$ cat config.mk
export PLATFORM = sky130hd
export DESIGN_NAME = div128x64_seq
export DESIGN_NICKNAME = d
export VERILOG_FILES = /design/src/rtl/div_pkg.sv /design/src/rtl/div_step.sv /design/src/rtl/div128x64_seq.sv
export SDC_FILE = /design/constraint.sdc
export NUM_CORES = 1
export LEC_CHECK = 0
export ABC_CLOCK_PERIOD_IN_PS = 3700
export CAP_MARGIN = 20
export CORE_AREA = 2 2 216 218
export DETAILED_ROUTE_END_ITERATION = 10
export DIE_AREA = 0 0 218 220
export PLACE_DENSITY = 0.66
export SYNTH_ARGS = -nofsm -noshare
export SYNTH_HDL_FRONTEND = slang
export SYNTH_SLANG_ARGS = --single-unit
$ cat constraint.sdc
create_clock -name clk -period 3.7 [get_ports clk]
set_clock_uncertainty 0.2 [all_clocks]
set_input_delay 0.37 -clock clk [delete_from_list [all_inputs] [get_ports clk]]
set_output_delay 0.37 -clock clk [all_outputs]
set_load 0.03 [all_outputs]
$ cat src/rtl/div_pkg.sv
// Shared constants and types for the sequential restoring divider.
package div_pkg;

   localparam int DIV_W = 64;
   localparam int CNT_W = $clog2(DIV_W);

   typedef enum logic [1:0] {
      IDLE,
      RUN,
      DONE
   } state_e;

endpackage

$ cat src/rtl/div_step.sv
// One restoring-division step: shift in a dividend bit, subtract if it fits.
module div_step
   import div_pkg::*;
#(
   parameter int W = DIV_W
) (
   input  logic [W-1:0] r_i,
   input  logic         bit_i,
   input  logic [W-1:0] divisor_i,
   output logic [W-1:0] r_o,
   output logic         qbit_o
);

   logic [W:0] t;

   // T needs W+1 bits; the result is always below divisor so fits W bits
   assign t = {r_i, bit_i};

   always_comb begin
      r_o    = t[W-1:0];
      qbit_o = 1'b0;
      if (t >= {1'b0, divisor_i}) begin
         r_o    = W'(t - {1'b0, divisor_i});
         qbit_o = 1'b1;
      end
   end

endmodule

$ cat src/rtl/div128x64_seq.sv
// 2W/W sequential restoring divider, one quotient bit per cycle.
// Define DIV_STICKY_EN to add the sticky (remainder != 0) output.
module div128x64_seq
   import div_pkg::*;
#(
   parameter int W = DIV_W
) (
   input  logic           clk,
   input  logic           rst_n,
   input  logic           in_valid,
   output logic           in_ready,
   input  logic [2*W-1:0] dividend,
   input  logic [W-1:0]   divisor,
   output logic           out_valid,
   input  logic           out_ready,
   output logic [W-1:0]   quotient,
   output logic [W-1:0]   remainder,
   output logic           err
`ifdef DIV_STICKY_EN
   ,
   output logic           sticky
`endif
);

   localparam int CW = $clog2(W);

   state_e state_q, state_d;

   logic [W-1:0]  r_q, r_d;
   logic [W-1:0]  sh_q, sh_d;
   logic [W-1:0]  dvs_q, dvs_d;
   logic [W-1:0]  quo_q, quo_d;
   logic [W-1:0]  rem_q, rem_d;
   logic          err_q, err_d;
   logic [CW-1:0] cnt_q, cnt_d;
   logic [W-1:0]  step_r;
   logic          step_qb;
`ifdef DIV_STICKY_EN
   logic          sticky_q, sticky_d;
`endif

   div_step #(.W(W)) u_step (
      .r_i       (r_q),
      .bit_i     (sh_q[W-1]),
      .divisor_i (dvs_q),
      .r_o       (step_r),
      .qbit_o    (step_qb)
   );

   always_comb begin
      state_d = state_q;
      r_d     = r_q;
      sh_d    = sh_q;
      dvs_d   = dvs_q;
      quo_d   = quo_q;
      rem_d   = rem_q;
      err_d   = err_q;
      cnt_d   = cnt_q;
`ifdef DIV_STICKY_EN
      sticky_d = sticky_q;
`endif
      unique case (state_q)
         IDLE: begin
            if (in_valid) begin
               if (divisor == '0 || dividend[2*W-1:W] >= divisor) begin
                  err_d   = 1'b1;
                  quo_d   = '1;
                  rem_d   = '0;
`ifdef DIV_STICKY_EN
                  sticky_d = 1'b0;
`endif
                  state_d = DONE;
               end else begin
                  r_d     = dividend[2*W-1:W];
                  sh_d    = dividend[W-1:0];
                  dvs_d   = divisor;
                  cnt_d   = CW'(W-1);
                  state_d = RUN;
               end
            end
         end
         RUN: begin
            // dividend bits leave at the top while quotient bits enter below
            r_d  = step_r;
            sh_d = {sh_q[W-2:0], step_qb};
            if (cnt_q == '0) begin
               quo_d   = {sh_q[W-2:0], step_qb};
               rem_d   = step_r;
               err_d   = 1'b0;
`ifdef DIV_STICKY_EN
               sticky_d = (step_r != '0);
`endif
               state_d = DONE;
            end else begin
               cnt_d = cnt_q - 1'b1;
            end
         end
         DONE: begin
            if (out_ready) state_d = IDLE;
         end
         default: state_d = IDLE;
      endcase
   end

   always_ff @(posedge clk) begin
      if (!rst_n) begin
         state_q <= IDLE;
         r_q     <= '0;
         sh_q    <= '0;
         dvs_q   <= '0;
         quo_q   <= '0;
         rem_q   <= '0;
         err_q   <= 1'b0;
         cnt_q   <= '0;
`ifdef DIV_STICKY_EN
         sticky_q <= 1'b0;
`endif
      end else begin
         state_q <= state_d;
         r_q     <= r_d;
         sh_q    <= sh_d;
         dvs_q   <= dvs_d;
         quo_q   <= quo_d;
         rem_q   <= rem_d;
         err_q   <= err_d;
         cnt_q   <= cnt_d;
`ifdef DIV_STICKY_EN
         sticky_q <= sticky_d;
`endif
      end
   end

   assign in_ready  = (state_q == IDLE);
   assign out_valid = (state_q == DONE);
   assign quotient  = quo_q;
   assign remainder = rem_q;
   assign err       = err_q;
`ifdef DIV_STICKY_EN
   assign sticky    = sticky_q;
`endif

endmodule

[Yosys cells after proc, flatten, opt, wreduce, memory -nomap -nowiden]
Cells that the tools add are included.
Cells by class
  muxes and demuxes: 29
  eq/ne operators: 8
  magnitude comparators: 2
  bitwise operators: 1
  $add $sub $neg: 2
  reductions and logical operators: 10
Operator list (count)
  64-bit two-way mux: 11
  64-bit one-hot mux with 2 select lines: 4
  65-bit by 64-bit >= comparator with 1-bit output: 1
  64-bit >= comparator: 1
  64-bit zero test: 1
  64-bit subtractor: 1
  6-bit two-way mux: 3
  6-bit one-hot mux with 2 select lines: 1
  3-bit AND reduction: 3
  2-bit two-way mux: 4
  2-bit inequality test, second input constant: 4
  4-bit AND reduction: 2
  6-bit zero test: 1
  2-bit one-hot mux with 3 select lines: 1
  6-bit by 1-bit subtractor with 6-bit output, second input constant: 1
  1-bit two-way mux: 4
  2-bit by 1-bit inequality test with 1-bit output, second input constant: 2
  2-bit by 1-bit equality test with 1-bit output, second input constant: 1
  2-bit equality test, second input constant: 1
  2-bit zero test: 1
  1-bit one-hot mux with 2 select lines: 1
  2-bit nonzero test: 1
  1-bit logical OR: 1
  1-bit inverter: 1
Word-level totals
  register bits after elaboration: 329

[Longest topological paths before layout]
  word-level depth: 5
  mapped depth: 15

[By module]
From an unflattened synthesis, not the netlist that was laid out.
Second synthesis, totals
  cell total of the unflattened synthesis: 2498
  area, all modules: 20179.4 um^2
Modules (own cells, without submodules)
  div128x64_seq: sequential area each 6586.3 um^2, times used 1, cells an instance 1741, area each 15387.3 um^2
  div_step: sequential area each 0.0 um^2, times used 1, cells an instance 757, area each 4792.1 um^2

[Worst setup path after synthesis]
Ideal clock, no wire load.
  path kind: register to register
  from: reg dvs_q[46]
  to: reg r_q[0]
  data required time: 3.430 ns
  stages on the path, launching flop included: 14
  period minus slack after synthesis: 3.311 ns
  data arrival time: 3.041 ns
  path slack: 0.389 ns
  path through: dfxtp_1 -> inv_1 -> ha_1 -> buf_6 -> a21o_1 -> a21o_1 -> a221o_1 -> a21o_1 -> o31ai_2 -> nor3_1 -> nor3b_4 -> mux2_2 -> mux2_2 -> a21oi_1
On the way
  longest elaborated chain between the ends: 3
RTL lines
  start, declared: RTL line div128x64_seq.sv:31  | logic [W-1:0] dvs_q, dvs_d;
  start signal, assigned: RTL line div128x64_seq.sv:122  | dvs_q <= dvs_d;
  65-bit by 64-bit >= comparator with 1-bit output: RTL line div_step.sv:22  | if (t >= {1'b0, divisor_i}) begin
  64-bit two-way mux: RTL line div_step.sv:22
  64-bit one-hot mux with 2 select lines: RTL line div128x64_seq.sv:62  | unique case (state_q)
  end signal, assigned: RTL line div128x64_seq.sv:120  | r_q <= r_d;
  end, declared: RTL line div128x64_seq.sv:29  | logic [W-1:0] r_q, r_d;
No other way between the ends.
A chain may end at the register's enable or synchronous reset.

[Worst setup path after layout]
  from: in divisor[0]
  to: reg sh_q[34]
On the way
  longest elaborated chain between the ends: 4
  elaborated cells between the ends (all ways): 5
RTL lines
  start, declared: RTL line div128x64_seq.sv:13  | input logic [W-1:0] divisor,
  64-bit >= comparator / 64-bit zero test (equally long branches): RTL line div128x64_seq.sv:65  | if (divisor == '0 || dividend[2*W-1:W] >= divisor) begin
  1-bit logical OR (*): RTL line div128x64_seq.sv:65
  2-bit inequality test (no source line) (*)
  3-bit AND reduction (no source line) (*)
  end signal, assigned: RTL line div128x64_seq.sv:109  | sh_q <= '0;
  end signal, assigned: RTL line div128x64_seq.sv:121  | sh_q <= sh_d;
  end, declared: RTL line div128x64_seq.sv:30  | logic [W-1:0] sh_q, sh_d;
Every way passes the cells marked *; elsewhere a longest branch is shown, timed or not.

==> results.toml <==
[outcome]
status = "completed"

[synth]
ys.flop_type = "dfxtp_1"
synth_cell_type_count = 77
synth_edf_count = 0
yosysWarnings = 0
synth_commonest_cells = "416 x nand2_1, 348 x nor2_1, 329 x dfxtp_1"
synth_area_leaders = "dfxtp_1 35%, ha_1 8.6%, nand2_1 8.2%"
synthesis.area_um2 = 19000
yosysTopAreaCell = "dfxtp_1"
avgSynthCellArea_um2 = 7.40
seq_area_frac_synth_pct = 34.7
synth_top_area_share_pct = 34.7
synth_nets = 2890
ys_seq_elements = 329
postSynthCellCount = 2563
yosysMostFrequentCell = "nand2_1"
async_flop_share_pct = 0

[setup_path]
cp-startpoint = "divisor[0]"
worst_setup_path_start_kind = "input port"
reg2reg_from = "dvs_q[28]$_SDFFE_PN0P_"
cp_max_fo = 63
r2r_cells = 16
rr_endpoint = "remainder[60]$_SDFFE_PN0P_"
endpoint = "sh_q[34]$_SDFFE_PN0P_"
arrival_ns = 3.88
worstSetupPathType = "input port to flop"
cp.required_ns = 3.96
r2r_setup_slack_ns = 0.09
cp-end-kind = "flop"

[sta]
rsz0062_at_grt = "true"
worstMarginPinSlew_ns = 1.14
setup_viol = 0
finalHoldViolations = 0
period_minus_slack_ns = 3.63
slew_violations = 0
period_share_pct = 98.0
max_slew_margin_pct = 24.1
fmax_ghz = 0.276

[pwr]
power_density_nw_per_um2 = 724
peakVddDrop_mv = 0.405
p_leak_nw = 11.3

[die]
start_util_pct = 41.4
top_level_ports = 327
die_x_um = 218
die_y_um = 220
core_area_um2 = 45900
fp.dieArea_um2 = 48000
rows = 79

[placed_design]
gp_congestion = 0.978
dp_hpwl_um = 54100
portBuffers = 326
postPlaceCellArea_um2 = 25000

[detailed_routing]
first_pass_iters = 6
drt_wl_total_um = 73000
drt-wirelength-per-cell_um = 19.5
drtAntennaViolNets = 0
drc = 0
drtIter0Drc = 1570
num_vias = 21000
vias_per_cell = 5.60

[clocking]
clock_path_buffers = 3
cts_sinks = 329
cts_tree = "built"
clk_pin_slew_ns = 0.06
cts_root_buffer = "clkbuf_16"
htree_levels = 2
insertion_delay_ns = 0.57
cts_buffers = 39

[grt]
grt_max_degree = 102
antenna_found_initial = 4
gr-total-overflow = 0
grt_pass1_vias = 20400
globalRouteTotalUtil_pct = 29.4
grt_first_pass_wirelength_um = 112000

[worst_hold_path]
hold_class = "input port to flop"
hold_start = "divisor[2]"

[finish]
drive_gt1_share_pct = 16.2
fin_area_um2 = 26900
syn_to_final_growth_pct = 41.9
fin_nets = 3433
final_core_util_pct = 58.7

[run]
drv_cap = 0
[cell families after synthesis]
logic type	count (synthesis)	synth area share, %
flip-flops	329	34.7
AO/OA/AOI/OAI	728	24.0
XOR/XNOR	59	2.72
adder cells (fa/ha/maj)	131	8.68
multiplexers	28	1.52
buffers and inverters	332	7.00
AND/OR/NAND/NOR	956	21.4
[per-layer routing]
metal | up-vias | GRT usage [%] | wire, um | share of wire (%)
met1 | 10000 | 38.0 | 31600 | 43
met4 | 4 | 11.4 | 2510 | 3.4
met5 | - | 0 | 25 | 0.034
met3 | 151 | 5.45 | 4970 | 6.8
met2 | 745 | 48.5 | 33900 | 46
li1 | 10000 | - | - | -
[critical path, stage by stage]
cell and delay (ns):
clkdlybuf4s50_1 0.52, buf_4 0.19, nor4_1 0.75, nand4_1 0.19, nor4_1 0.28, a211oi_1 0.11, o2111ai_1 0.23, a31o_2 0.26
o21ai_4 0.09, buf_6 0.19, bufbuf_16 0.38, a311oi_1 0.28
[what timing repair did]
| action | 4_1_cts | 5_1_grt |
|---|---|---|
| gates resized for setup | 24 | 74 |
| pin swaps | 4 | 21 |
| gates cloned | 1 | 2 |
| hold buffers | 0 | 0 |
| endpoints found under the setup margin | 153 | 267 |
| setup buffers | 5 | 6 |
[cell usage in the layout, fill, tap and decap left out, types with 31 or more instances in the layout]
cell type	count
clkbuf_16	42
buf_4	325
clkdlybuf4s50_1	323
a311oi_1	64
a21oi_1	274
inv_1	152
ha_1	122
nand2_1	414
xnor2_1	38
nand3_1	31
nand4_1	52
nor2_1	346
dfxtp_1	323
o21ai_0	151
a32oi_1	38
[flip-flops by register name, summed over array words and instances (netlist names)]
name	flops
cnt_q	6
dvs_q	64
err	1
quotient	64
r_q	64
remainder	64
sh_q	64
state_q	2
[worst min-delay path by stage]
stage                                 endpoint  cells past startpoint  slack [ns]
global placement    remainder[32]$_SDFFE_PN0P_                      2        0.24
finish                   dvs_q[2]$_SDFFE_PN0P_                      4        0.12
global route             dvs_q[2]$_SDFFE_PN0P_                      4        0.12
detailed placement  remainder[25]$_SDFFE_PN0P_                      2        0.24
CTS                      cnt_q[4]$_SDFFE_PN0P_                      3        0.10
floorplan               dvs_q[10]$_SDFFE_PN0P_                      2        0.24
[through the flow]
step	total power, mW	setup TNS (ns)	hold WS (ns)	worst slack, ns	std cells
floorplan	10.5	0	0.236	0.389	2563
global placement	14.6	-120.80	0.236	-0.557	3658
detailed placement	14.7	-135.38	0.242	-0.698	3658
CTS	18.9	0	0.100	0.00369	3733
global route	20.7	-0.0357	0.123	-0.0284	3741
finish	19.5	0	0.122	0.0735	3743
[final cells by class]
| cell class | count | area (um2) |
|---|---|---|
| Antenna cell | 2 | 5.00 |
| Clock buffer | 57 | 1120 |
| Clock inverter | 12 | 133 |
| Fill cell | 4247 | 18900 |
| Inverter | 153 | 579 |
| Multi-Input combinational cell | 1902 | 11500 |
| Sequential cell | 329 | 6590 |
| Tap cell | 607 | 759 |
| Timing Repair Buffer | 681 | 6260 |
[power breakdown]
part | leakage (nW) | internal (mW) | switching, mW | total (mW)
Combinational | 7.99 | 4.77 | 6.36 | 11.1
Clock | 0.621 | 2.26 | 1.62 | 3.88
Sequential | 2.70 | 4.07 | 0.415 | 4.49
(Power assumes the default switching activity.)
